==> src/rtl/euler_result_tx.sv <==
// Captures a solver's final answer (or failure) and reports it over an 8N1 UART
// as unsigned decimal ASCII followed by CR LF, or "ERR" CR LF on failure.
module euler_result_tx #(
  parameter int CLKS_PER_BIT = 868
) (
  input  logic        clk,
  input  logic        rst,
  input  logic [31:0] result,
  input  logic        done,
  input  logic        error,
  output logic        tx,
  output logic        busy,
  output logic        sent
);

  localparam int BW = (CLKS_PER_BIT > 1) ? $clog2(CLKS_PER_BIT) : 1;
  localparam logic [BW-1:0] BAUD_MAX = BW'(CLKS_PER_BIT - 1);

  typedef enum logic [2:0] {
    IDLE,
    CONVERT,
    SKIP,
    LOAD,
    START,
    DATA,
    STOP,
    FINISH
  } state_t;

  state_t state, state_next;

  logic          done_q, error_q;
  logic          done_rise, error_rise, accept;
  logic [31:0]   bin;
  logic [39:0]   bcd, bcd_adj;
  logic [71:0]   dd_next;
  logic [4:0]    conv_cnt;
  logic [3:0]    ptr, digit;
  logic [1:0]    stage;
  logic          err_mode, last_char;
  logic [7:0]    cur_char, tx_shift;
  logic [BW-1:0] baud_cnt;
  logic [2:0]    bit_idx;
  logic          baud_end, load_now, skip_zero, tx_next;

  assign done_rise  = done & ~done_q;
  assign error_rise = error & ~error_q;
  assign accept     = (state == IDLE) || (state == FINISH);
  assign baud_end   = (baud_cnt == BAUD_MAX);
  assign skip_zero  = (digit == 4'd0) && (ptr != 4'd0);
  assign load_now   = (state == LOAD) || ((state == STOP) && baud_end && !last_char);
  assign busy       = !accept;
  assign sent       = (state == FINISH);

  // Double-dabble step: correct every BCD digit, then shift the pair left by one.
  always_comb begin
    bcd_adj = bcd;
    for (int i = 0; i < 10; i++) begin
      if (bcd[i*4 +: 4] >= 4'd5)
        bcd_adj[i*4 +: 4] = bcd[i*4 +: 4] + 4'd3;
    end
    dd_next = {bcd_adj, bin} << 1;
  end

  always_comb begin
    digit = bcd[3:0];
    for (int i = 1; i < 10; i++) begin
      if (ptr == 4'(i))
        digit = bcd[i*4 +: 4];
    end
  end

  // Character under the pointer; stage 0 is the body, stages 1 and 2 are CR and LF.
  always_comb begin
    cur_char = 8'h0A;
    case (stage)
      2'd0:    cur_char = err_mode ? ((ptr == 4'd2) ? 8'h45 : 8'h52) : {4'h3, digit};
      2'd1:    cur_char = 8'h0D;
      default: cur_char = 8'h0A;
    endcase
  end

  always_comb begin
    state_next = state;
    tx_next    = tx;
    case (state)
      IDLE, FINISH: begin
        state_next = IDLE;
        tx_next    = 1'b1;
        if (error_rise)
          state_next = LOAD;
        else if (done_rise)
          state_next = CONVERT;
      end
      CONVERT: begin
        if (conv_cnt == 5'd31)
          state_next = SKIP;
      end
      SKIP: begin
        if (!skip_zero)
          state_next = LOAD;
      end
      LOAD: begin
        state_next = START;
        tx_next    = 1'b0;
      end
      START: begin
        if (baud_end) begin
          state_next = DATA;
          tx_next    = tx_shift[0];
        end
      end
      DATA: begin
        if (baud_end) begin
          if (bit_idx == 3'd7) begin
            state_next = STOP;
            tx_next    = 1'b1;
          end else begin
            tx_next = tx_shift[1];
          end
        end
      end
      STOP: begin
        if (baud_end) begin
          if (last_char) begin
            state_next = FINISH;
            tx_next    = 1'b1;
          end else begin
            state_next = START;
            tx_next    = 1'b0;
          end
        end
      end
      default: begin
        state_next = IDLE;
        tx_next    = 1'b1;
      end
    endcase
  end

  always_ff @(posedge clk or posedge rst) begin
    if (rst) begin
      state   <= IDLE;
      tx      <= 1'b1;
      done_q  <= 1'b0;
      error_q <= 1'b0;
    end else begin
      state   <= state_next;
      tx      <= tx_next;
      done_q  <= done;
      error_q <= error;
    end
  end

  // Datapath: capture, conversion, leading-zero skip and the per-character shifter.
  always_ff @(posedge clk or posedge rst) begin
    if (rst) begin
      bin       <= '0;
      bcd       <= '0;
      conv_cnt  <= '0;
      ptr       <= '0;
      stage     <= '0;
      err_mode  <= 1'b0;
      last_char <= 1'b0;
      tx_shift  <= '0;
      baud_cnt  <= '0;
      bit_idx   <= '0;
    end else begin
      case (state)
        IDLE, FINISH: begin
          if (error_rise) begin
            err_mode <= 1'b1;
            ptr      <= 4'd2;
            stage    <= 2'd0;
          end else if (done_rise) begin
            err_mode <= 1'b0;
            bin      <= result;
            bcd      <= '0;
            conv_cnt <= '0;
            ptr      <= 4'd9;
            stage    <= 2'd0;
          end
        end
        CONVERT: begin
          bcd      <= dd_next[71:32];
          bin      <= dd_next[31:0];
          conv_cnt <= conv_cnt + 5'd1;
        end
        SKIP: begin
          if (skip_zero)
            ptr <= ptr - 4'd1;
        end
        START: begin
          baud_cnt <= baud_end ? '0 : baud_cnt + 1'b1;
          if (baud_end)
            bit_idx <= 3'd0;
        end
        DATA: begin
          baud_cnt <= baud_end ? '0 : baud_cnt + 1'b1;
          if (baud_end) begin
            bit_idx  <= bit_idx + 3'd1;
            tx_shift <= {1'b0, tx_shift[7:1]};
          end
        end
        STOP: begin
          baud_cnt <= baud_end ? '0 : baud_cnt + 1'b1;
        end
        default: begin
        end
      endcase

      if (load_now) begin
        tx_shift  <= cur_char;
        last_char <= (stage == 2'd2);
        baud_cnt  <= '0;
        if (stage == 2'd0) begin
          if (ptr == 4'd0)
            stage <= 2'd1;
          else
            ptr <= ptr - 4'd1;
        end else if (stage == 2'd1) begin
          stage <= 2'd2;
        end
      end
    end
  end

endmodule

==> config.mk <==
export PLATFORM = sky130hd
export DESIGN_NAME = euler_result_tx
export DESIGN_NICKNAME = d
export VERILOG_FILES = /design/src/rtl/euler_result_tx.sv
export SDC_FILE = /design/constraint.sdc
export NUM_CORES = 1
export LEC_CHECK = 0
export CAP_MARGIN = 10
export CORE_UTILIZATION = 56
export CTS_BUF_LIST = sky130_fd_sc_hd__clkbuf_4
export DETAILED_ROUTE_END_ITERATION = 8
export GPL_ROUTABILITY_DRIVEN = 0
export PLACE_DENSITY = 0.89
export SLEW_MARGIN = 20
export SYNTH_ARGS = -nofsm -noshare
export SYNTH_HDL_FRONTEND = slang
export SYNTH_SLANG_ARGS = --single-unit
==> constraint.sdc <==
create_clock -name clk -period 3.7 [get_ports clk]
set_input_delay 0.74 -clock clk [delete_from_list [all_inputs] [get_ports clk]]
set_output_delay 0.74 -clock clk [all_outputs]
set_load 0.02 [all_outputs]
==> summary by stage <==
Outcome
The run finished with clean final reports.

GRT
The global-route met3 utilization is 0.0470. The overall routing resource usage is 0.273. For this run, global-route usage on met1 was measured as 0.341. The aggregate global routing overflow is 0. The via count of the first global-routing pass is 5429. The largest net degree at the start of global routing is between 80 and 90. The first global-routing pass estimated ~25000 µm of wire. The initial antenna violation count is 1.

For this run, global-route usage on met2 was measured as 0.468. The global routing's busiest layer is met2.

Setup path
The worst reg2reg path depth is 10. The critical path is of the register to primary output type. The signal on the critical path passes through nor3_1 > nor2_2 > clkdlybuf4s50_1. The slowest stage of the critical path belongs to the cell dfrtp_1. The data required time of the worst path is 2.96 ns. At the worst endpoint, the arrival time is between 2 and 2.5 ns. The largest single stage delay on the critical path is 0.69 ns. STA classifies the critical path endpoint as a primary output. Of all nets on the critical path, the largest fanout is 17. The startpoint type of the worst setup path is a register.

Timing
On the final layout, the worst clock skew is 0.0191 ns. The tightest slew margin relative to the limit is 0.426. The shortest clock period the worst path allows after layout is between 3 and 4 ns. The final count of pins violating max slew came to 0. Dividing the final minimum period by the clock period gives 0.846. Setup repair after global routing left no endpoint under its margin.

The hold violation count in the final report is 0. The slew at the pin closest to its max-slew limit is roughly 0.86 ns. After routing, the total negative slack on setup checks comes to 0 ns.

Based on the critical path, the design can be clocked at up to 319 MHz. Setup violations remaining at the end of the flow were counted as 0.

Clock tree
The number of resized instances in the post-cts repair step is 0. The clock tree from TritonCTS is built. The later pin in the worst-skew pair is clocked with a latency of 0.48 ns.

The clock transition at the registers of the reported paths is roughly 0.16 ns. Hold repair after CTS inserted 0 buffers. In this run, CTS created clock tree buffers numbering 9.

The tree built by TritonCTS fans out to 111 sinks. The H-tree depth is 3. The post-CTS repair timing setup buffer count is 0.

Counting along the longest clock path gives a buffer depth of 2. The root buffer selected by CTS is clkbuf_4.

Synthesis
The sequential cell area fraction in the yosys report is 0.438. Yosys printed 0 warnings. The count of flip-flops with a built-in enable after synthesis is 0. Of the total synthesized cell area, the portion taken by AND, OR, NAND and NOR gates is 0.183. The number of synthesized register bits is roughly 110. Of the total synthesized cell area, the portion taken by full adders, half adders and majority gates is 0.0572. The combinational family with the most area after synthesis is compound AO/OA/AOI/OAI gates.

The compound-cell area share of the yosys netlist is 0.234. The multiplexer fraction of the synthesized cell area is 0.0128. The number of nets handed over by synthesis was 790. The share of flip-flops with an asynchronous set or reset is 1.00. The number of unique standard cell types used by synthesis is 60. A synthesized cell averages 8.75 µm². Synthesis produced just over 700 cells. Of the total synthesized cell area, the portion taken by XOR and XNOR cells is 0.0276.

After synthesis the cells add up to 6350 µm². The predominant post-synthesis flop cell is dfrtp_1.

Die
The top-level port count is 39. In this run the vertical extent of the chip is 108 µm. The area of the placeable core is between 10000 and 15000 µm². The die covers 11800 µm². The horizontal die dimension is 108 µm. The initial utilization of the core area, before any placement, comes to 0.580. The cell row count is 38.

Power and ir drop
The internal power of the cells totals 0.00295 W. The switching part of the total is 0.482. Of the total power, registers draw 0.392. Summed over all cells, the static leakage comes to roughly 2.9 nW. The switching power of the nets is 0.00275 W. The share of total power in the clock network is 0.092. For this design the ratio of total power to cell area is around 830 nW/µm². The maximum VDD drop is roughly 0.00055 V.

Of the total power, combinational logic draws 0.517.

Final layout
The number of nets in the layout is ~810. The area occupied by multi-input gates is 3270 µm². The count of placed standard cells in the final layout, fillers left out is a little under 900. The area taken by flip-flops and latches is around 2800 µm². The signed area change from the synthesized netlist to the final layout is 8.67%. The filler cells instantiated in the layout total approximately 900.

The layout cell share with drive strength beyond 1 is 0.0565.

Place
Once placement completed, the tool counted placed cells totaling 869. After legalization and detailed placement, the total HPWL measured roughly 10000 µm. During placement, the flow inserted port buffers numbering 38.

Drt
The average wire per cell in the routed design is 17.0 µm. The DRC violations left is 0. The mean number of vias per cell is 6.40. The number of DRC markers in iteration 0 is around 470. The final route contains around 5700 vias. Before antenna repair, the detailed router went through 9 iterations.

The detail route stage leaves a number of antenna-violating nets equal to 0. Summed over all layers, the routed wires come to 15000 µm.

Min path
The worst hold path was traced through 2 stages. The type of the tightest min-delay check is register to register.

Run
Across the run, the number of max-cap violations was 0.
==> registers in the layout, indices dropped and copies added (netlist names) <==
register and count:
baud_cnt 10, bcd 40, bin 32, bit_idx 3, conv_cnt 5, done_q 1, err_mode 1, error_q 1
last_char 1, ptr 4, stage 2, state 3, tx 1, tx_shift 7
==> cell usage after synthesis (all sizes together) (2+ instances only) <==
cell       n  area share
a32oi      2      0.0028
nand2     90       0.054
and2       2      0.0020
nor3b      5      0.0059
o22ai     36       0.035
nor2      83       0.051
a2bb2oi    2      0.0028
nand2b    19       0.019
a32o      12       0.019
nand4      5      0.0059
xnor2     12       0.017
nand3     11      0.0087
o32ai      8       0.011
inv       33       0.020
nor3      14       0.013
nor4       2      0.0043
o211ai     5      0.0059
buf       21       0.017
a221oi     3      0.0061
a21o       2      0.0024
a31oi     20       0.020
mux2i      7       0.011
xor2       8       0.011
a21oi     55       0.044
a21boi     3      0.0035
clkbuf    20       0.012
o21ai     62       0.049
and3       7      0.0069
nor2b      6      0.0059
ha        29       0.057
dfrtp    110        0.43
a22o       3      0.0041
o31ai     13       0.015
o221ai     2      0.0028
==> layout by cell type, fill, tap and decap left out, types with 20 or more instances in the layout <==
cell type        Yosys  routed
clkdlybuf4s50_1      0      38
a31oi_1             20      20
inv_1               32      31
dfrtp_1            110     110
a21oi_1             54      54
nor2_1              79      79
o22ai_1             36      36
nand2_1             88      87
o21ai_0             57      57
ha_1                29      29
==> layer usage <==
layer | vias to the layer above | part of all wire | routed length [µm]
li1 | 2631 | - | -
met1 | 2756 | 0.41 | 6230
met2 | 235 | 0.50 | 7480
met3 | 44 | 0.062 | 940
met4 | 0 | 0.026 | 391
met5 | - | 0 | 0
==> per-stage QoR <==
stage | hold WS, ns | utilization | worst slack (ns) | cell area, µm² | total power [W]
floorplan | 0.439 | - | 0.0310 | 6350 | 0.00439
global placement | 0.454 | 0.621 | 0.883 | 6790 | 0.00492
detailed placement | 0.458 | 0.621 | 0.735 | 6790 | 0.00513
CTS | 0.491 | 0.631 | 0.584 | 6900 | 0.00565
global route | 0.521 | 0.631 | 0.388 | 6900 | 0.00616
finish | 0.487 | 0.631 | 0.569 | 6900 | 0.00570
==> cells by family after synthesis <==
group                    count (synthesis)
adder cells (fa/ha/maj)                 29
multiplexers                             8
XOR/XNOR                                20
buffers and inverters                   74
AND/OR/NAND/NOR                        248
AO/OA/AOI/OAI                          235
flip-flops                             111
==> power by group through the flow <==
stage	clock network, W	registers, W	logic [W]
2_1_floorplan	0	0.00200	0.00239
3_3_place_gp	0	0.00220	0.00272
3_5_place_dp	0	0.00223	0.00290
4_1_cts	0.000526	0.00221	0.00291
5_1_grt	0.000579	0.00229	0.00329
6_report	0.000522	0.00223	0.00294
==> layout make-up <==
| cell class | instances | area share |
|---|---|---|
| Multi-Input combinational cell | 540 | 0.474 |
| Tap cell | 140 | 0.0254 |
| Inverter | 33 | 0.0183 |
| Clock buffer | 10 | 0.0109 |
| Sequential cell | 111 | 0.403 |
| Timing Repair Buffer | 45 | 0.0646 |
| Clock inverter | 5 | 0.00381 |
| Antenna cell | 1 | 0.000363 |
==> critical path, delay by kind of cell, from the launching register on <==
family / cells / cell delay [ns]
flops: 1 / 0.69
simple gates: 2 / 0.54
buf+inv: 1 / 0.67
==> worst paths after layout <==
path                       startpoint  slack [ns]          to
setup / recovery             state[0]        0.57        busy
hold reg to reg                bin[0]        0.49      bin[0]
max in group asynchronous         rst        2.38     bcd[11]
hold / removal                 bin[0]        0.49      bin[0]
min in group asynchronous         rst        0.57  bit_idx[1]
setup reg to reg               ptr[0]        0.61      ptr[2]
Note: power is estimated with default switching activity, not from simulation.
